[src/rtl/rv_soc_ahb2apb_8b_bridge_if.sv]
// AHB3-Lite slave / 8-bit APB master signal bundle for the ahb2apb bridge.
// Modport slave is the bridge's view; modport master is the surrounding system's view.
interface rv_soc_ahb2apb_8b_bridge_if #(
  parameter int HADDR_SIZE = 32,
  parameter int HDATA_SIZE = 32,
  parameter int PADDR_SIZE = 16,
  parameter int PDATA_SIZE = 8
);
  logic                  HSEL;
  logic [HADDR_SIZE-1:0] HADDR;
  logic [HDATA_SIZE-1:0] HWDATA;
  logic [HDATA_SIZE-1:0] HRDATA;
  logic                  HWRITE;
  logic [2:0]            HSIZE;
  logic [2:0]            HBURST;
  logic [3:0]            HPROT;
  logic [1:0]            HTRANS;
  logic                  HMASTLOCK;
  logic                  HREADY;
  logic                  HREADYOUT;
  logic                  HRESP;

  logic                  PSEL;
  logic                  PENABLE;
  logic                  PWRITE;
  logic [2:0]            PPROT;
  logic                  PSTRB;
  logic [PADDR_SIZE-1:0] PADDR;
  logic [PDATA_SIZE-1:0] PWDATA;
  logic [PDATA_SIZE-1:0] PRDATA;
  logic                  PREADY;
  logic                  PSLVERR;

  modport slave (
    input  HSEL, HADDR, HWDATA, HWRITE, HSIZE, HBURST, HPROT, HTRANS, HMASTLOCK, HREADY,
    output HRDATA, HREADYOUT, HRESP,
    output PSEL, PENABLE, PWRITE, PPROT, PSTRB, PADDR, PWDATA,
    input  PRDATA, PREADY, PSLVERR
  );

  modport master (
    output HSEL, HADDR, HWDATA, HWRITE, HSIZE, HBURST, HPROT, HTRANS, HMASTLOCK, HREADY,
    input  HRDATA, HREADYOUT, HRESP,
    input  PSEL, PENABLE, PWRITE, PPROT, PSTRB, PADDR, PWDATA,
    output PRDATA, PREADY, PSLVERR
  );
endinterface

[src/rtl/rv_soc_ahb2apb_8b_bridge.sv]
// AHB3-Lite to 8-bit APB bridge: splits byte/half/word accesses into 1/2/4 little-endian APB beats.
// Latency LOAD + 2 cycles per beat (+1 per PREADY=0 cycle); AHB stalled via HREADYOUT, PSLVERR -> 2-cycle ERROR.
module rv_soc_ahb2apb_8b_bridge #(
  parameter int HADDR_SIZE = 32,
  parameter int PADDR_SIZE = 16
) (
  input  logic                     HCLK,
  input  logic                     HRESETn,
  rv_soc_ahb2apb_8b_bridge_if.slave bus
);

  localparam logic [2:0] ST_IDLE   = 3'd0;
  localparam logic [2:0] ST_LOAD   = 3'd1;
  localparam logic [2:0] ST_SETUP  = 3'd2;
  localparam logic [2:0] ST_ACCESS = 3'd3;
  localparam logic [2:0] ST_ERR1   = 3'd4;
  localparam logic [2:0] ST_ERR2   = 3'd5;

  logic [2:0]            state_q, state_d;
  logic [PADDR_SIZE-1:0] addr_q, addr_d;
  logic                  write_q, write_d;
  logic [1:0]            size_q, size_d;
  logic [2:0]            pprot_q, pprot_d;
  logic [1:0]            beat_q, beat_d;
  logic [31:0]           wbuf_q, wbuf_d;
  logic [31:0]           rbuf_q, rbuf_d;
  logic [31:0]           rdata_q, rdata_d;

  logic        accept;
  logic        reject;
  logic        last_beat;
  logic [1:0]  lane;
  logic [31:0] rmerge;
  logic        unused_ok;

  assign accept = bus.HSEL & bus.HREADY & bus.HTRANS[1];
  assign reject = (bus.HSIZE > 3'd2)
               || ((bus.HSIZE == 3'd1) && bus.HADDR[0])
               || ((bus.HSIZE == 3'd2) && (bus.HADDR[1:0] != 2'b00));

  // Alignment is enforced on accept, so lane never wraps past the word.
  assign lane      = addr_q[1:0] + beat_q;
  assign last_beat = (beat_q == {size_q[1], size_q[1] | size_q[0]});

  // Beat 0 starts from zero so lanes outside the access read back as 0.
  always_comb begin
    rmerge = (beat_q == 2'd0) ? 32'd0 : rbuf_q;
    rmerge[{lane, 3'b000} +: 8] = bus.PRDATA;
  end

  always_comb begin
    state_d = state_q;
    addr_d  = addr_q;
    write_d = write_q;
    size_d  = size_q;
    pprot_d = pprot_q;
    beat_d  = beat_q;
    wbuf_d  = wbuf_q;
    rbuf_d  = rbuf_q;
    rdata_d = rdata_q;
    case (state_q)
      ST_IDLE, ST_ERR2: begin
        state_d = ST_IDLE;
        if (accept) begin
          addr_d  = bus.HADDR[PADDR_SIZE-1:0];
          write_d = bus.HWRITE;
          size_d  = bus.HSIZE[1:0];
          pprot_d = {~bus.HPROT[0], 1'b1, bus.HPROT[1]};
          beat_d  = 2'd0;
          state_d = reject ? ST_ERR1 : ST_LOAD;
        end
      end
      ST_LOAD: begin
        wbuf_d  = bus.HWDATA;
        state_d = ST_SETUP;
      end
      ST_SETUP: state_d = ST_ACCESS;
      ST_ACCESS: begin
        if (bus.PREADY) begin
          if (bus.PSLVERR) begin
            state_d = ST_ERR1;
          end else begin
            if (!write_q) begin
              rbuf_d = rmerge;
              if (last_beat) rdata_d = rmerge;
            end
            if (last_beat) begin
              state_d = ST_IDLE;
            end else begin
              beat_d  = beat_q + 2'd1;
              state_d = ST_SETUP;
            end
          end
        end
      end
      ST_ERR1: state_d = ST_ERR2;
      default: state_d = ST_IDLE;
    endcase
  end

  always_ff @(posedge HCLK or negedge HRESETn) begin
    if (!HRESETn) begin
      state_q <= ST_IDLE;
      addr_q  <= '0;
      write_q <= 1'b0;
      size_q  <= 2'd0;
      pprot_q <= 3'd0;
      beat_q  <= 2'd0;
      wbuf_q  <= 32'd0;
      rbuf_q  <= 32'd0;
      rdata_q <= 32'd0;
    end else begin
      state_q <= state_d;
      addr_q  <= addr_d;
      write_q <= write_d;
      size_q  <= size_d;
      pprot_q <= pprot_d;
      beat_q  <= beat_d;
      wbuf_q  <= wbuf_d;
      rbuf_q  <= rbuf_d;
      rdata_q <= rdata_d;
    end
  end

  assign bus.HREADYOUT = (state_q == ST_IDLE) || (state_q == ST_ERR2);
  assign bus.HRESP     = (state_q == ST_ERR1) || (state_q == ST_ERR2);
  assign bus.HRDATA    = rdata_q;

  assign bus.PSEL    = (state_q == ST_SETUP) || (state_q == ST_ACCESS);
  assign bus.PENABLE = (state_q == ST_ACCESS);
  assign bus.PWRITE  = write_q;
  assign bus.PSTRB   = write_q;
  assign bus.PPROT   = pprot_q;
  assign bus.PADDR   = addr_q + PADDR_SIZE'(beat_q);
  assign bus.PWDATA  = wbuf_q[{lane, 3'b000} +: 8];

  assign unused_ok = ^{bus.HBURST, bus.HMASTLOCK, bus.HPROT[3:2], bus.HTRANS[0],
                       bus.HADDR[HADDR_SIZE-1:PADDR_SIZE]};

endmodule

[src/flat_wrapper.sv]
// flat-port wrapper written by rule: the top's interface ports become plain ports
module rv_soc_ahb2apb_8b_bridge_flat 
#(
  parameter int HADDR_SIZE = 32,
  parameter int PADDR_SIZE = 16
)
  (HCLK, HRESETn, bus_HSEL, bus_HADDR, bus_HWDATA, bus_HWRITE, bus_HSIZE, bus_HBURST, bus_HPROT, bus_HTRANS, bus_HMASTLOCK, bus_HREADY, bus_HRDATA, bus_HREADYOUT, bus_HRESP, bus_PSEL, bus_PENABLE, bus_PWRITE, bus_PPROT, bus_PSTRB, bus_PADDR, bus_PWDATA, bus_PRDATA, bus_PREADY, bus_PSLVERR);
  rv_soc_ahb2apb_8b_bridge_if #(.HADDR_SIZE(HADDR_SIZE), .PADDR_SIZE(PADDR_SIZE)) bus_i ();
  input  logic HCLK;
  input  logic HRESETn;
  input wire logic [$bits(bus_i.HSEL)-1:0] bus_HSEL;
  input wire logic [$bits(bus_i.HADDR)-1:0] bus_HADDR;
  input wire logic [$bits(bus_i.HWDATA)-1:0] bus_HWDATA;
  input wire logic [$bits(bus_i.HWRITE)-1:0] bus_HWRITE;
  input wire logic [$bits(bus_i.HSIZE)-1:0] bus_HSIZE;
  input wire logic [$bits(bus_i.HBURST)-1:0] bus_HBURST;
  input wire logic [$bits(bus_i.HPROT)-1:0] bus_HPROT;
  input wire logic [$bits(bus_i.HTRANS)-1:0] bus_HTRANS;
  input wire logic [$bits(bus_i.HMASTLOCK)-1:0] bus_HMASTLOCK;
  input wire logic [$bits(bus_i.HREADY)-1:0] bus_HREADY;
  output wire logic [$bits(bus_i.HRDATA)-1:0] bus_HRDATA;
  output wire logic [$bits(bus_i.HREADYOUT)-1:0] bus_HREADYOUT;
  output wire logic [$bits(bus_i.HRESP)-1:0] bus_HRESP;
  output wire logic [$bits(bus_i.PSEL)-1:0] bus_PSEL;
  output wire logic [$bits(bus_i.PENABLE)-1:0] bus_PENABLE;
  output wire logic [$bits(bus_i.PWRITE)-1:0] bus_PWRITE;
  output wire logic [$bits(bus_i.PPROT)-1:0] bus_PPROT;
  output wire logic [$bits(bus_i.PSTRB)-1:0] bus_PSTRB;
  output wire logic [$bits(bus_i.PADDR)-1:0] bus_PADDR;
  output wire logic [$bits(bus_i.PWDATA)-1:0] bus_PWDATA;
  input wire logic [$bits(bus_i.PRDATA)-1:0] bus_PRDATA;
  input wire logic [$bits(bus_i.PREADY)-1:0] bus_PREADY;
  input wire logic [$bits(bus_i.PSLVERR)-1:0] bus_PSLVERR;
  assign bus_i.HSEL = bus_HSEL;
  assign bus_i.HADDR = bus_HADDR;
  assign bus_i.HWDATA = bus_HWDATA;
  assign bus_i.HWRITE = bus_HWRITE;
  assign bus_i.HSIZE = bus_HSIZE;
  assign bus_i.HBURST = bus_HBURST;
  assign bus_i.HPROT = bus_HPROT;
  assign bus_i.HTRANS = bus_HTRANS;
  assign bus_i.HMASTLOCK = bus_HMASTLOCK;
  assign bus_i.HREADY = bus_HREADY;
  assign bus_HRDATA = bus_i.HRDATA;
  assign bus_HREADYOUT = bus_i.HREADYOUT;
  assign bus_HRESP = bus_i.HRESP;
  assign bus_PSEL = bus_i.PSEL;
  assign bus_PENABLE = bus_i.PENABLE;
  assign bus_PWRITE = bus_i.PWRITE;
  assign bus_PPROT = bus_i.PPROT;
  assign bus_PSTRB = bus_i.PSTRB;
  assign bus_PADDR = bus_i.PADDR;
  assign bus_PWDATA = bus_i.PWDATA;
  assign bus_i.PRDATA = bus_PRDATA;
  assign bus_i.PREADY = bus_PREADY;
  assign bus_i.PSLVERR = bus_PSLVERR;
  rv_soc_ahb2apb_8b_bridge #(.HADDR_SIZE(HADDR_SIZE), .PADDR_SIZE(PADDR_SIZE)) u_core (.HCLK(HCLK), .HRESETn(HRESETn), .bus(bus_i));
endmodule
[config.mk]
export PLATFORM = sky130hd
export DESIGN_NAME = rv_soc_ahb2apb_8b_bridge_flat
export DESIGN_NICKNAME = d
export VERILOG_FILES = /design/src/rtl/rv_soc_ahb2apb_8b_bridge_if.sv /design/src/rtl/rv_soc_ahb2apb_8b_bridge.sv /design/src/flat_wrapper.sv
export SDC_FILE = /design/constraint.sdc
export NUM_CORES = 1
export LEC_CHECK = 0
export BUFFER_PORTS_ARGS = -buffer_cell sky130_fd_sc_hd__buf_2
export CAP_MARGIN = 0
export CORE_MARGIN = 2
export CORE_UTILIZATION = 57
export DETAILED_ROUTE_END_ITERATION = 16
export PLACE_DENSITY = 0.94
export RECOVER_POWER = 50
export SYNTH_ARGS = -nofsm -noshare
export SYNTH_HDL_FRONTEND = slang
export SYNTH_SLANG_ARGS = --single-unit
[constraint.sdc]
create_clock -name HCLK -period 6.3 [get_ports HCLK]
set_input_delay 0.945 -clock HCLK [delete_from_list [all_inputs] [get_ports HCLK]]
set_output_delay 0.945 -clock HCLK [all_outputs]
set_load 0.005 [all_outputs]
==> report_table.html, run 1 <==
<table>
<tr><th>Metric</th><th>Value</th></tr>
<tr><th colspan="2">Min path</th></tr>
<tr><td>Cell depth of the worst hold path</td><td>1</td></tr>
<tr><td>Hold_sp</td><td>u_core.bus.PPROT[1]</td></tr>
<tr><td>Hold WC Path Type</td><td>flop to flop</td></tr>
<tr><td>Worst hold endpoint</td><td>u_core.bus.PPROT[1]</td></tr>
<tr><th colspan="2">STA</th></tr>
<tr><td>Endpoints failing hold</td><td>0</td></tr>
<tr><td>Total negative slack</td><td>0 ns</td></tr>
<tr><td>Maximum achievable frequency</td><td>0.276 GHz</td></tr>
<tr><td>Part of the cycle the worst path needs</td><td>0.576</td></tr>
<tr><td>Slew at the pin closest to its max-slew limit</td><td>roughly 3.1 ns</td></tr>
<tr><td>Pins Over Slew Limit</td><td>94</td></tr>
<tr><td>RSZ-0062 raised after global routing</td><td>false</td></tr>
<tr><td>Min Tclk post-route</td><td>roughly 3.6 ns</td></tr>
<tr><td>Final setup viols</td><td>0</td></tr>
<tr><td>Normalized max-slew margin</td><td>-1.06</td></tr>
<tr><td>Post-route clock skew</td><td>a little under 0.01 ns</td></tr>
<tr><th colspan="2">Clocking</th></tr>
<tr><td>Number of CTS-inserted buffers</td><td>17</td></tr>
<tr><td>Largest buffer count on any clock path</td><td>2</td></tr>
<tr><td>CTS tree</td><td>built</td></tr>
<tr><td>Clock network latency to the later pin of the worst-skew pair</td><td>between 0.5 and 0.6 ns</td></tr>
<tr><td>Clock Root Buffer</td><td>sky130_fd_sc_hd__clkbuf_8</td></tr>
<tr><td>Post-CTS setup buffers</td><td>0</td></tr>
<tr><td>Deepest level of the CTS H-tree</td><td>4</td></tr>
<tr><td>Number of cells upsized or downsized after cts</td><td>0</td></tr>
<tr><td>CTS Sinks</td><td>123</td></tr>
<tr><td>Post-CTS clock slew at the launch and capture registers of the worst setup and hold paths</td><td>approximately 0.060 ns</td></tr>
<tr><td>Hold_buf cts</td><td>0</td></tr>
<tr><th colspan="2">Layout</th></tr>
<tr><td>Final layout net count</td><td>just under 700</td></tr>
<tr><td>Antenna cell count</td><td>0</td></tr>
<tr><td>P&amp;R area growth vs syn</td><td>20.9%</td></tr>
<tr><td>Proportion of layout cells with a drive suffix above 1</td><td>0.383</td></tr>
<tr><td>Multi-input gate area in the final layout</td><td>2540 sq um</td></tr>
<tr><td>Register Area</td><td>a little over 3000 sq um</td></tr>
<tr><td>Number of filler instances in the final layout</td><td>702</td></tr>
<tr><td>Post-route cell area</td><td>between 7000 and 8000 sq um</td></tr>
<tr><th colspan="2">Die</th></tr>
<tr><td>Die area</td><td>~11,000 sq um</td></tr>
<tr><td>Height of the die</td><td>around 110 um</td></tr>
<tr><td>Standard cell core area</td><td>between 10,000 and 15,000 sq um</td></tr>
<tr><td>Die outline width</td><td>~110 um</td></tr>
<tr><td>Cell row count</td><td>37</td></tr>
<tr><td>Effective utilization at floorplan</td><td>0.578</td></tr>
<tr><td>Top-Level Pins</td><td>~160</td></tr>
<tr><th colspan="2">Synthesis</th></tr>
<tr><td>Fraction of the yosys area taken by sequential cells</td><td>0.525</td></tr>
<tr><td>Main synth FF type</td><td>sky130_fd_sc_hd__dfrtp_1</td></tr>
<tr><td>Synth Instances</td><td>468</td></tr>
<tr><td>Cell area after synthesis</td><td>~5900 sq um</td></tr>
<tr><td>Netlist cell types</td><td>45</td></tr>
<tr><td>Flops &amp; latches, synth</td><td>roughly 120</td></tr>
<tr><td>YS warnings</td><td>0</td></tr>
<tr><td>Synthesized area divided by synthesized cell count</td><td>around 13 sq um</td></tr>
<tr><td>EDFF count, synth</td><td>0</td></tr>
<tr><td>Post-synth net total</td><td>569</td></tr>
<tr><td>Proportion of synthesized flip-flops having asynchronous set or reset</td><td>1.00</td></tr>
<tr><th colspan="2">Route</th></tr>
<tr><td>Mean number of vias per cell</td><td>5.70</td></tr>
<tr><td>Routed WL</td><td>~13,000 um</td></tr>
<tr><td>Number of nets with antenna violations after routing</td><td>0</td></tr>
<tr><td>Number of DRC markers after the initial detailed-route iteration</td><td>between 150 and 200</td></tr>
<tr><td>Wire length per cell after detailed routing</td><td>18.3 um</td></tr>
<tr><td>First-pass iteration count of the detailed router</td><td>4</td></tr>
<tr><td>Post-route DRC</td><td>0</td></tr>
<tr><td>Routed vias</td><td>roughly 4.2k</td></tr>
<tr><th colspan="2">Placed design</th></tr>
<tr><td>HPWL Detailed</td><td>8850 um</td></tr>
<tr><td>Global placer's final weighted congestion</td><td>approximately 0.81</td></tr>
<tr><td>IO Port Bufs</td><td>133</td></tr>
<tr><td>Area post-placement</td><td>6520 sq um</td></tr>
<tr><th colspan="2">Run status</th></tr>
<tr><td>Run status</td><td>finished, violations left</td></tr>
<tr><td>Violated checks</td><td>max-capacitance violations, max-slew violations</td></tr>
<tr><th colspan="2">Critical path</th></tr>
<tr><td>Worst flop-to-flop path endpoint</td><td>u_core.rbuf_q[29]</td></tr>
<tr><td>Worst setup path category</td><td>flop to output port</td></tr>
<tr><td>Flop2flop setup slack</td><td>2.97 ns</td></tr>
<tr><td>Startpoint of the most critical register-to-register path</td><td>u_core.beat_q[0]</td></tr>
<tr><td>Arrival time reported for the critical path endpoint</td><td>2.68 ns</td></tr>
<tr><td>Biggest fanout along the worst timing path</td><td>12</td></tr>
<tr><td>CP Data Required Time</td><td>5.35 ns</td></tr>
<tr><td>Worst r2r path cells</td><td>8</td></tr>
<tr><td>Worst setup SP type</td><td>flop</td></tr>
<tr><td>Sort of element at the end of the critical path</td><td>output port</td></tr>
<tr><th colspan="2">Global routing</th></tr>
<tr><td>Antenna violations before repair</td><td>0</td></tr>
<tr><td>Largest net degree at the start of global routing</td><td>65</td></tr>
<tr><td>Gr ovfl total</td><td>0</td></tr>
<tr><td>Number of global-route vias before repair</td><td>approximately 4.4k</td></tr>
<tr><td>Wire length of the first global-routing pass</td><td>approximately 22,000 um</td></tr>
<tr><td>GRT Total Usage</td><td>0.255</td></tr>
<tr><th colspan="2">Power</th></tr>
<tr><td>Largest voltage drop on the vdd net</td><td>around 0.29 mV</td></tr>
<tr><td>Power per Cell Area</td><td>507 nW/um^2</td></tr>
<tr><td>Total power consumption of the routed design</td><td>about 0.0036 W</td></tr>
<tr><td>Static Leakage</td><td>roughly 3.6 nW</td></tr>
<tr><th colspan="2">Job</th></tr>
<tr><td>Number of max-capacitance violations reported</td><td>2</td></tr>
</table>
[where the power goes]
part           switching (W)  internal, W  total, W
combinational       0.000662     0.000692   0.00135
sequential          0.000214      0.00107   0.00129
clock               0.000363     0.000585  0.000948
total                0.00124      0.00235   0.00359
[routing by layer]
layer	up-vias	wire length, um	track usage
met4	0	149	0.0943
li1	1916	-	-
met3	17	709	0.0421
met2	177	7090	0.439
met1	2089	5520	0.326
met5	-	0	0
[Yosys cell counts, drive strengths merged (3+ instances only)]
master | instances | area (sq um)
nor3 | 6 | 30.0
and2 | 5 | 31.3
o21ai | 6 | 30.0
dfrtp | 123 | 3080
buf | 25 | 168
ha | 8 | 100
xnor2 | 6 | 52.6
nor2b | 3 | 18.8
nand4 | 3 | 25.0
nand2 | 70 | 263
inv | 11 | 41.3
mux2 | 64 | 833
a21oi | 3 | 15.0
nor2 | 12 | 45.0
and3 | 3 | 18.8
xor2 | 9 | 78.8
clkbuf | 10 | 37.5
a22o | 64 | 561
nand3 | 6 | 30.0
mux4 | 8 | 180
[state kept, by name, summed over array words and instances, names as in the netlist]
register	cells
u_core.state_q	3
u_core.bus.PSTRB	1
u_core.rbuf_q	32
u_core.beat_q	2
u_core.bus.HRDATA	32
u_core.addr_q	16
u_core.wbuf_q	32
u_core.bus.PPROT	3
u_core.size_q	2
[worst max-delay path by stage]
stage | startpoint | end | slack [ns] | cells past startpoint
3_5_place_dp | u_core.beat_q[0] | u_core.rbuf_q[24] | 3.00 | 8
3_3_place_gp | u_core.beat_q[0] | u_core.rbuf_q[26] | 3.12 | 8
4_1_cts | u_core.beat_q[0] | bus_PWDATA[0] | 2.63 | 5
2_1_floorplan | u_core.beat_q[0] | u_core.rbuf_q[24] | 3.49 | 11
5_1_grt | HRESETn | u_core.bus.HRDATA[15] | 2.07 | 2
6_report | u_core.beat_q[0] | bus_PWDATA[0] | 2.67 | 5
[cells in the final DEF (no fill, tap or decap), types with 2 or more instances in the layout]
| cell | netlist | layout |
|---|---|---|
| sky130_fd_sc_hd__nor3_1 | 6 | 6 |
| sky130_fd_sc_hd__a21o_1 | 2 | 2 |
| sky130_fd_sc_hd__nand2_1 | 70 | 70 |
| sky130_fd_sc_hd__o21ai_1 | 4 | 4 |
| sky130_fd_sc_hd__mux2i_1 | 2 | 2 |
| sky130_fd_sc_hd__nor2b_1 | 3 | 3 |
| sky130_fd_sc_hd__mux2_1 | 1 | 2 |
| sky130_fd_sc_hd__a22o_1 | 64 | 64 |
| sky130_fd_sc_hd__buf_2 | 11 | 121 |
| sky130_fd_sc_hd__and3_1 | 3 | 3 |
| sky130_fd_sc_hd__clkbuf_16 | 0 | 16 |
| sky130_fd_sc_hd__nand3_1 | 6 | 6 |
| sky130_fd_sc_hd__dfrtp_1 | 123 | 123 |
| sky130_fd_sc_hd__xor2_1 | 9 | 9 |
| sky130_fd_sc_hd__nand2b_1 | 2 | 2 |
| sky130_fd_sc_hd__ha_1 | 8 | 8 |
| sky130_fd_sc_hd__clkinvlp_4 | 0 | 2 |
| sky130_fd_sc_hd__clkbuf_1 | 10 | 14 |
| sky130_fd_sc_hd__nand4_1 | 2 | 2 |
| sky130_fd_sc_hd__mux2_2 | 33 | 32 |
| sky130_fd_sc_hd__xnor2_1 | 6 | 6 |
| sky130_fd_sc_hd__nor2_1 | 12 | 12 |
| sky130_fd_sc_hd__clkinv_4 | 0 | 5 |
| sky130_fd_sc_hd__bufinv_16 | 0 | 2 |
| sky130_fd_sc_hd__o21ai_0 | 2 | 2 |
| sky130_fd_sc_hd__inv_1 | 11 | 11 |
| sky130_fd_sc_hd__a21boi_0 | 2 | 2 |
| sky130_fd_sc_hd__mux4_2 | 8 | 8 |
| sky130_fd_sc_hd__clkinv_2 | 0 | 3 |
| sky130_fd_sc_hd__mux2_4 | 30 | 30 |
| sky130_fd_sc_hd__and2_1 | 5 | 5 |
| sky130_fd_sc_hd__or3_1 | 2 | 2 |
| sky130_fd_sc_hd__a21oi_1 | 3 | 3 |
| sky130_fd_sc_hd__clkbuf_8 | 0 | 3 |
[final cells by class]
| class | count | area share |
|---|---|---|
| repair buffers | 136 | 0.0940 |
| clock buffers | 19 | 0.0624 |
| clock inverters | 13 | 0.0201 |
| inverters | 11 | 0.00583 |
| flip-flops and latches | 123 | 0.435 |
| multi-input cells | 299 | 0.359 |
| well taps | 136 | 0.0240 |
[stage by stage]
step / hold WS, ns / util / cells / setup WS (ns)
6_report: 0.469 / 0.698 / 737 / 2.67
5_1_grt: 0.485 / 0.698 / 737 / 2.07
4_1_cts: 0.470 / 0.701 / 737 / 2.63
3_5_place_dp: 0.454 / 0.643 / 705 / 3.00
3_3_place_gp: 0.445 / 0.643 / 705 / 3.12
2_1_floorplan: 0.450 / - / 468 / 3.49
[critical path: stages (launching register included)]
cell,delay [ns]
sky130_fd_sc_hd__dfrtp_1,0.45
sky130_fd_sc_hd__ha_1,0.20
sky130_fd_sc_hd__inv_1,0.06
sky130_fd_sc_hd__fa_1,0.90
sky130_fd_sc_hd__mux4_2,0.42
sky130_fd_sc_hd__buf_2,0.15
[cells by family after synthesis]
| logic type | count (synthesis) | share of synthesized area |
|---|---|---|
| flops | 123 | 0.525 |
| mux | 74 | 0.176 |
| xor+xnor | 15 | 0.0224 |
| buf+inv | 46 | 0.0421 |
| simple gates | 121 | 0.100 |
| fa+ha+maj | 9 | 0.0205 |
| compound gates | 80 | 0.113 |
(Power assumes the default switching activity.)
==> run 2: changes to the inputs <==
CORE_UTILIZATION = 48   (was 57)
PLACE_DENSITY = 0.85   (was 0.94)
clock period = 2.9 ns   (was 6.3 ns; I/O delays follow)
==> run 2 against run 1 <==
  * The run now ends clean
  * Register-to-register slack got worse by 2.7 ns
  * Non-clock buffer count rose by 5
  * Clock-buffer cell count rose by 6
  * Wire length fell by 5.7%
  * Sequential power rose by 120%
  * Cell count rose by 2.0%
  * Flip-flop and latch count did not move
  * Largest power group unchanged
  * Highest routed layer unchanged
==> report_table.html, run 2 (synthesis results as in run 1) <==
<table>
<tr><th>Metric</th><th>Value</th></tr>
<tr><th colspan="2">Run status</th></tr>
<tr><td>Run status</td><td>finished clean</td></tr>
<tr><th colspan="2">Critical path</th></tr>
<tr><td>Flop2flop setup slack</td><td>about 0.23 ns</td></tr>
<tr><td>Critical-path cell with the highest stage delay</td><td>sky130_fd_sc_hd__fa_2</td></tr>
<tr><td>Arrival time reported for the critical path endpoint</td><td>2.32 ns</td></tr>
<tr><td>Setup crit start</td><td>u_core.beat_q[0]</td></tr>
<tr><td>Worst setup path category</td><td>flop to output port</td></tr>
<tr><td>Worst setup path endpoint</td><td>bus_PWDATA[7]</td></tr>
<tr><td>Biggest fanout along the worst timing path</td><td>8</td></tr>
<tr><td>Crit path cell chain</td><td>ha_1 -&gt; inv_1 -&gt; fa_2 -&gt; buf_4 -&gt; mux4_2 -&gt; buf_2</td></tr>
<tr><td>CP Data Required Time</td><td>approximately 2.5 ns</td></tr>
<tr><td>Worst setup SP type</td><td>flop</td></tr>
<tr><td>Sort of element at the end of the critical path</td><td>output port</td></tr>
<tr><td>Startpoint of the most critical register-to-register path</td><td>u_core.beat_q[0]</td></tr>
<tr><td>Worst r2r path cells</td><td>8</td></tr>
<tr><td>Largest incremental delay on the critical path</td><td>0.59 ns</td></tr>
<tr><td>Worst flop-to-flop path endpoint</td><td>u_core.rbuf_q[22]</td></tr>
<tr><th colspan="2">STA</th></tr>
<tr><td>Normalized max-slew margin</td><td>0.158</td></tr>
<tr><td>RSZ-0062 raised after global routing</td><td>false</td></tr>
<tr><td>Min Tclk post-route</td><td>around 2.8 ns</td></tr>
<tr><td>Endpoints failing hold</td><td>0</td></tr>
<tr><td>Slew at the pin closest to its max-slew limit</td><td>roughly 1.3 ns</td></tr>
<tr><td>Final setup viols</td><td>0</td></tr>
<tr><td>Post-route clock skew</td><td>between 0.009 and 0.01 ns</td></tr>
<tr><td>Maximum achievable frequency</td><td>~0.36 GHz</td></tr>
<tr><td>Pins Over Slew Limit</td><td>0</td></tr>
<tr><td>Total negative slack</td><td>0 ns</td></tr>
<tr><td>Part of the cycle the worst path needs</td><td>0.949</td></tr>
<tr><td>Hold_ws</td><td>0.211 ns</td></tr>
<tr><th colspan="2">Placed design</th></tr>
<tr><td>IO Port Bufs</td><td>133</td></tr>
<tr><td>Global placer's final weighted congestion</td><td>roughly 0.84</td></tr>
<tr><td>HPWL Detailed</td><td>9070 um</td></tr>
<tr><th colspan="2">Route</th></tr>
<tr><td>Wire length on met1</td><td>5280 um</td></tr>
<tr><td>Met3 wire length</td><td>between 700 and 800 um</td></tr>
<tr><td>Mean number of vias per cell</td><td>5.47</td></tr>
<tr><td>Routed WL</td><td>~13,000 um</td></tr>
<tr><td>Wire length per cell after detailed routing</td><td>between 15 and 20 um</td></tr>
<tr><td>First-pass iteration count of the detailed router</td><td>4</td></tr>
<tr><td>Post-route DRC</td><td>0</td></tr>
<tr><td>Highest signal layer in the routed design</td><td>met4</td></tr>
<tr><td>Number of DRC markers after the initial detailed-route iteration</td><td>approximately 200</td></tr>
<tr><td>Number of nets with antenna violations after routing</td><td>0</td></tr>
<tr><td>Met2 routed WL</td><td>~6500 um</td></tr>
<tr><td>Routed vias</td><td>4,116</td></tr>
<tr><th colspan="2">Die</th></tr>
<tr><td>Standard cell core area</td><td>about 12,000 sq um</td></tr>
<tr><td>Height of the die</td><td>114 um</td></tr>
<tr><td>Top-Level Pins</td><td>between 150 and 200</td></tr>
<tr><td>Effective utilization at floorplan</td><td>0.490</td></tr>
<tr><td>Die area</td><td>~13,000 sq um</td></tr>
<tr><td>Die outline width</td><td>about 110 um</td></tr>
<tr><td>Cell row count</td><td>40</td></tr>
<tr><th colspan="2">Power</th></tr>
<tr><td>Power per Cell Area</td><td>1100 nW/um^2</td></tr>
<tr><td>Static Leakage</td><td>roughly 3.6 nW</td></tr>
<tr><td>Largest voltage drop on the vdd net</td><td>between 0.8 and 0.9 mV</td></tr>
<tr><th colspan="2">Clocking</th></tr>
<tr><td>Post-CTS clock slew at the launch and capture registers of the worst setup and hold paths</td><td>roughly 0.05 ns</td></tr>
<tr><td>Clock network latency to the later pin of the worst-skew pair</td><td>0.41 ns</td></tr>
<tr><td>Clock Root Buffer</td><td>sky130_fd_sc_hd__clkbuf_16</td></tr>
<tr><td>Post-CTS setup buffers</td><td>0</td></tr>
<tr><td>Largest buffer count on any clock path</td><td>2</td></tr>
<tr><td>Deepest level of the CTS H-tree</td><td>4</td></tr>
<tr><td>CTS tree</td><td>built</td></tr>
<tr><td>CTS Sinks</td><td>between 100 and 150</td></tr>
<tr><td>Number of CTS-inserted buffers</td><td>17</td></tr>
<tr><th colspan="2">Global routing</th></tr>
<tr><td>Antenna violations before repair</td><td>0</td></tr>
<tr><td>Gr ovfl total</td><td>0</td></tr>
<tr><td>Number of global-route vias before repair</td><td>around 4.3k</td></tr>
<tr><td>Largest net degree at the start of global routing</td><td>100</td></tr>
<tr><td>Wire length of the first global-routing pass</td><td>~21,000 um</td></tr>
<tr><td>GRT Total Usage</td><td>0.208</td></tr>
<tr><th colspan="2">Layout</th></tr>
<tr><td>Commonest non-fill, non-tap cell in the layout</td><td>sky130_fd_sc_hd__dfrtp_1</td></tr>
<tr><td>Most frequent cells in the layout</td><td>sky130_fd_sc_hd__dfrtp_1, sky130_fd_sc_hd__buf_2, sky130_fd_sc_hd__nand2_1, sky130_fd_sc_hd__a22o_1, sky130_fd_sc_hd__mux2_2</td></tr>
<tr><td>Proportion of layout cells with a drive suffix above 1</td><td>0.383</td></tr>
<tr><td>Antenna cell count</td><td>0</td></tr>
<tr><td>P&amp;R area growth vs syn</td><td>22.7%</td></tr>
<tr><td>Final layout net count</td><td>a little under 700</td></tr>
<tr><th colspan="2">Min path</th></tr>
<tr><td>Hold WC Path Type</td><td>primary input to flop</td></tr>
<tr><th colspan="2">Job</th></tr>
<tr><td>Number of max-capacitance violations reported</td><td>0</td></tr>
</table>
-- run 2: cell count changes in the layout (fill, tap and decap cells not counted), sizes merged --
cell         delta
clkbuf          +7
clkinv          -5
buf             +3
clkinvlp        -2
bufinv          +1
dlygate4sd3     +1
inv             -1
-- run 2: per-layer routing --
layer	vias to the layer above	GRT usage
met1	2018	0.252
met2	160	0.356
met3	22	0.0619
li1	1916	-
met5	-	0
met4	0	0.0715
-- run 2: final cells by class --
type	instances	area, sq um
multi-input combinational	299	2550
clock inverter	6	109
fill	973	4770
sequential	123	3080
clock buffer	25	505
timing repair buffer	141	724
tap	147	184
inverter	11	41.3
-- run 2: how the worst min path moves through the flow --
stage	to	slack, ns	startpoint	cells after the start
2_1_floorplan	u_core.addr_q[0]	0.14	HRESETn	0
3_3_place_gp	u_core.bus.HRDATA[12]	0.35	HRESETn	1
3_5_place_dp	u_core.bus.HRDATA[13]	0.35	HRESETn	1
4_1_cts	u_core.addr_q[14]	0.20	bus_HADDR[14]	3
5_1_grt	u_core.addr_q[14]	0.20	bus_HADDR[14]	3
6_report	u_core.addr_q[14]	0.21	bus_HADDR[14]	3
-- run 2: what timing repair did --
action                                 in CTS  in global routing
hold buffers                                1                  0
endpoints found under the hold margin      24                  0
setup endpoints to repair                   0                  9
gates resized for setup                     0                  2
-- run 2: through the flow --
stage	std cells	util	power (W)	setup WS, ns	area, sq um
3_5_place_dp	720	0.551	0.00577	0.193	6590
6_report	752	0.601	0.00788	0.147	7190
2_1_floorplan	468	-	0.00471	0.0886	5860
5_1_grt	752	0.601	0.00839	0.0367	7190
4_1_cts	752	0.603	0.00797	0.0213	7220
3_3_place_gp	720	0.551	0.00559	0.274	6590
-- run 2: critical path, delay by kind of cell, from the launching register on --
| family | cells | cell delay [ns] |
|---|---|---|
| adder cells (fa/ha/maj) | 2 | 0.78 |
| buffers and inverters | 3 | 0.41 |
| flip-flops | 1 | 0.41 |
| multiplexers | 1 | 0.32 |
-- run 2: power by group --
part	total, W	switching (W)	internal [W]	leakage, nW
Clock	0.00216	0.000699	0.00146	0.303
Combinational	0.00293	0.00139	0.00154	1.70
Sequential	0.00278	0.000453	0.00233	1.60
==> run 3: changes to the inputs <==
==> constraint.sdc (replaced) <==
create_clock -name HCLK -period 2.9 [get_ports HCLK]
set_input_delay 0.145 -clock HCLK [delete_from_list [all_inputs] [get_ports HCLK]]
set_output_delay 0.145 -clock HCLK [all_outputs]
set_load 0.005 [all_outputs]
==> run 3 against run 2 <==
  * Die area unchanged
  * Clock power increased by 12%
  * Worst hold slack got worse by 0.18 ns
  * Cell count increased by 7.0%
  * Clock-buffer cell count decreased by 6
  * First-iteration DRC count increased by 17%
  * Non-clock buffer count increased by 53
  * Sequential share of layout area decreased by 3.2 points
  * Global-route usage increased by 2.3 points
  * Combinational power increased by 3%
  * Critical path depth increased by 1
  * Critical path type is now flop to flop
  * Critical endpoint is now u_core.rbuf_q[1]
==> report_table.html, run 3 (synthesis results as in run 1) <==
<table>
<tr><th>Metric</th><th>Value</th></tr>
<tr><th colspan="2">Min path</th></tr>
<tr><td>Hold WC Path Type</td><td>primary input to flop</td></tr>
<tr><th colspan="2">Job</th></tr>
<tr><td>Number of max-capacitance violations reported</td><td>0</td></tr>
<tr><th colspan="2">Power</th></tr>
<tr><td>Share of total power in the clock network</td><td>0.293</td></tr>
<tr><td>Part of the power in combinational logic</td><td>0.368</td></tr>
<tr><td>Largest voltage drop on the vdd net</td><td>0.657 mV</td></tr>
<tr><td>Sw frac</td><td>0.324</td></tr>
<tr><td>Sw power</td><td>about 0.0027 W</td></tr>
<tr><td>Int Power</td><td>0.00556 W</td></tr>
<tr><td>Power per Cell Area</td><td>1060 nW/um^2</td></tr>
<tr><td>Flop pwr share</td><td>0.338</td></tr>
<tr><td>Static Leakage</td><td>3.82 nW</td></tr>
<tr><td>Total power consumption of the routed design</td><td>around 0.008 W</td></tr>
<tr><th colspan="2">Global routing</th></tr>
<tr><td>Gr ovfl total</td><td>0</td></tr>
<tr><td>Largest net degree at the start of global routing</td><td>67</td></tr>
<tr><td>Wire length of the first global-routing pass</td><td>23,200 um</td></tr>
<tr><td>GRT Total Usage</td><td>0.231</td></tr>
<tr><td>Antenna violations before repair</td><td>0</td></tr>
<tr><td>Number of global-route vias before repair</td><td>approximately 4.7k</td></tr>
<tr><th colspan="2">STA</th></tr>
<tr><td>Slew at the pin closest to its max-slew limit</td><td>1.41 ns</td></tr>
<tr><td>Normalized max-slew margin</td><td>0.0582</td></tr>
<tr><td>Maximum achievable frequency</td><td>0.372 GHz</td></tr>
<tr><td>Worst path setup slack after routing</td><td>roughly 0.21 ns</td></tr>
<tr><td>Endpoints failing hold</td><td>0</td></tr>
<tr><td>Pins Over Slew Limit</td><td>0</td></tr>
<tr><td>Post-route clock skew</td><td>between 0.007 and 0.008 ns</td></tr>
<tr><td>Final setup viols</td><td>0</td></tr>
<tr><td>Total negative slack</td><td>0 ns</td></tr>
<tr><td>RSZ-0062 raised after global routing</td><td>false</td></tr>
<tr><td>Min Tclk post-route</td><td>roughly 2.7 ns</td></tr>
<tr><td>Part of the cycle the worst path needs</td><td>0.927</td></tr>
<tr><th colspan="2">Route</th></tr>
<tr><td>First-pass iteration count of the detailed router</td><td>5</td></tr>
<tr><td>Routed vias</td><td>4,412</td></tr>
<tr><td>Wire length per cell after detailed routing</td><td>17.7 um</td></tr>
<tr><td>Routed WL</td><td>between 10,000 and 15,000 um</td></tr>
<tr><td>Number of DRC markers after the initial detailed-route iteration</td><td>about 230</td></tr>
<tr><td>Number of nets with antenna violations after routing</td><td>0</td></tr>
<tr><td>Post-route DRC</td><td>0</td></tr>
<tr><td>Mean number of vias per cell</td><td>between 5 and 6</td></tr>
<tr><th colspan="2">Clocking</th></tr>
<tr><td>Deepest level of the CTS H-tree</td><td>4</td></tr>
<tr><td>CTS tree</td><td>built</td></tr>
<tr><td>CTS Sinks</td><td>123</td></tr>
<tr><td>Largest buffer count on any clock path</td><td>2</td></tr>
<tr><td>Number of CTS-inserted buffers</td><td>17</td></tr>
<tr><td>Post-CTS clock slew at the launch and capture registers of the worst setup and hold paths</td><td>0.06 ns</td></tr>
<tr><td>Clock network latency to the later pin of the worst-skew pair</td><td>approximately 0.42 ns</td></tr>
<tr><td>Clock Root Buffer</td><td>sky130_fd_sc_hd__clkbuf_16</td></tr>
<tr><th colspan="2">Layout</th></tr>
<tr><td>P&amp;R area growth vs syn</td><td>32.6%</td></tr>
<tr><td>Commonest non-fill, non-tap cell in the layout</td><td>sky130_fd_sc_hd__dfrtp_1</td></tr>
<tr><td>Most frequent cells in the layout</td><td>sky130_fd_sc_hd__dfrtp_1, sky130_fd_sc_hd__buf_2, sky130_fd_sc_hd__nand2_1, sky130_fd_sc_hd__a22o_1, sky130_fd_sc_hd__dlygate4sd3_1</td></tr>
<tr><td>Number of filler instances in the final layout</td><td>880</td></tr>
<tr><td>Antenna cell count</td><td>0</td></tr>
<tr><td>Register Area</td><td>slightly above 3000 sq um</td></tr>
<tr><td>Multi-input gate area in the final layout</td><td>between 2000 and 3000 sq um</td></tr>
<tr><td>Final core area utilization</td><td>0.649</td></tr>
<tr><td>Final layout net count</td><td>around 750</td></tr>
<tr><td>Proportion of layout cells with a drive suffix above 1</td><td>0.348</td></tr>
<tr><th colspan="2">Die</th></tr>
<tr><td>Height of the die</td><td>roughly 110 um</td></tr>
<tr><td>Effective utilization at floorplan</td><td>0.490</td></tr>
<tr><td>Top-Level Pins</td><td>between 150 and 200</td></tr>
<tr><td>Cell row count</td><td>40</td></tr>
<tr><td>Standard cell core area</td><td>approximately 12,000 sq um</td></tr>
<tr><td>Die outline width</td><td>around 110 um</td></tr>
<tr><td>Die area</td><td>around 13,000 sq um</td></tr>
<tr><th colspan="2">Critical path</th></tr>
<tr><td>CP Data Required Time</td><td>about 3.3 ns</td></tr>
<tr><td>Arrival time reported for the critical path endpoint</td><td>just over 3 ns</td></tr>
<tr><td>Sort of element at the end of the critical path</td><td>flop</td></tr>
<tr><td>Worst setup path category</td><td>flop to flop</td></tr>
<tr><td>Biggest fanout along the worst timing path</td><td>9</td></tr>
<tr><td>Worst setup SP type</td><td>flop</td></tr>
<tr><th colspan="2">Placed design</th></tr>
<tr><td>IO Port Bufs</td><td>~130</td></tr>
<tr><td>Global placer's final weighted congestion</td><td>roughly 0.84</td></tr>
<tr><td>HPWL Detailed</td><td>9140 um</td></tr>
<tr><td>Post-place setup slack</td><td>0.167 ns</td></tr>
<tr><th colspan="2">Run status</th></tr>
<tr><td>Run status</td><td>finished clean</td></tr>
</table>
-- run 3: changes by cell type in the layout (fill, tap and decap cells not counted), sizes merged --
cell         change
clkbuf           +2
dlygate4sd3     +53
clkinvlp         +2
bufinv           +3
clkinv           +1
buf              -8
-- run 3: worst paths after layout --
path,from,endpoint,slack [ns],cells past startpoint
worst max-delay path,u_core.beat_q[0],u_core.rbuf_q[1],0.21,7
worst min-delay path,bus_PSLVERR,u_core.state_q[2],0.03,3
worst max register to register,u_core.beat_q[0],u_core.rbuf_q[1],0.21,7
worst min register to register,u_core.bus.PPROT[0],u_core.bus.PPROT[0],0.49,2
max in group asynchronous,HRESETn,u_core.beat_q[1],0.62,3
min in group asynchronous,HRESETn,u_core.rbuf_q[13],0.60,2
-- run 3: what timing repair did --
| action | in CTS | in global routing |
|---|---|---|
| hold endpoints to repair | 110 | 0 |
| setup buffers | 0 | 0 |
| endpoints found under the setup margin | 0 | 11 |
| hold buffers | 54 | 0 |
| gates resized for setup | 0 | 2 |
-- run 3: power groups by stage --
stage	registers (W)	logic (W)	clock network, W
2_1_floorplan	0.00267	0.00205	0
3_3_place_gp	0.00273	0.00286	0
3_5_place_dp	0.00279	0.00299	0
4_1_cts	0.00277	0.00307	0.00244
5_1_grt	0.00286	0.00333	0.00252
6_report	0.00278	0.00303	0.00241
-- run 3: area by class of cell --
type / count / area share
clock buffers: 19 / 0.0583
clock inverters: 12 / 0.0282
inverters: 11 / 0.00532
multi-input cells: 299 / 0.328
flip-flops and latches: 123 / 0.396
well taps: 147 / 0.0237
repair buffers: 194 / 0.160
-- run 3: worst max-delay path: stages (launching register included) --
cell and delay [ns]:
sky130_fd_sc_hd__dfrtp_1 0.44, sky130_fd_sc_hd__ha_1 0.25, sky130_fd_sc_hd__inv_1 0.07, sky130_fd_sc_hd__fa_1 0.50, sky130_fd_sc_hd__ha_1 0.36, sky130_fd_sc_hd__and4_1 0.41
sky130_fd_sc_hd__and2_1 0.37, sky130_fd_sc_hd__a22o_1 0.22
-- run 3: per-stage QoR --
stage	hold slack, ns	cells	cell area, sq um
final	0.0305	805	7760
after global routing	0.0296	805	7760
after CTS	0.0142	805	7800
after detailed placement	0.252	720	6590
after global placement	0.232	720	6590
after floorplan	-0.151	468	5860
-- run 3: metal layers --
layer  part of all wire  GRT usage
met1               0.41      0.275
met2               0.52      0.397
met3              0.049     0.0582
met4              0.019      0.102
met5                  0          0
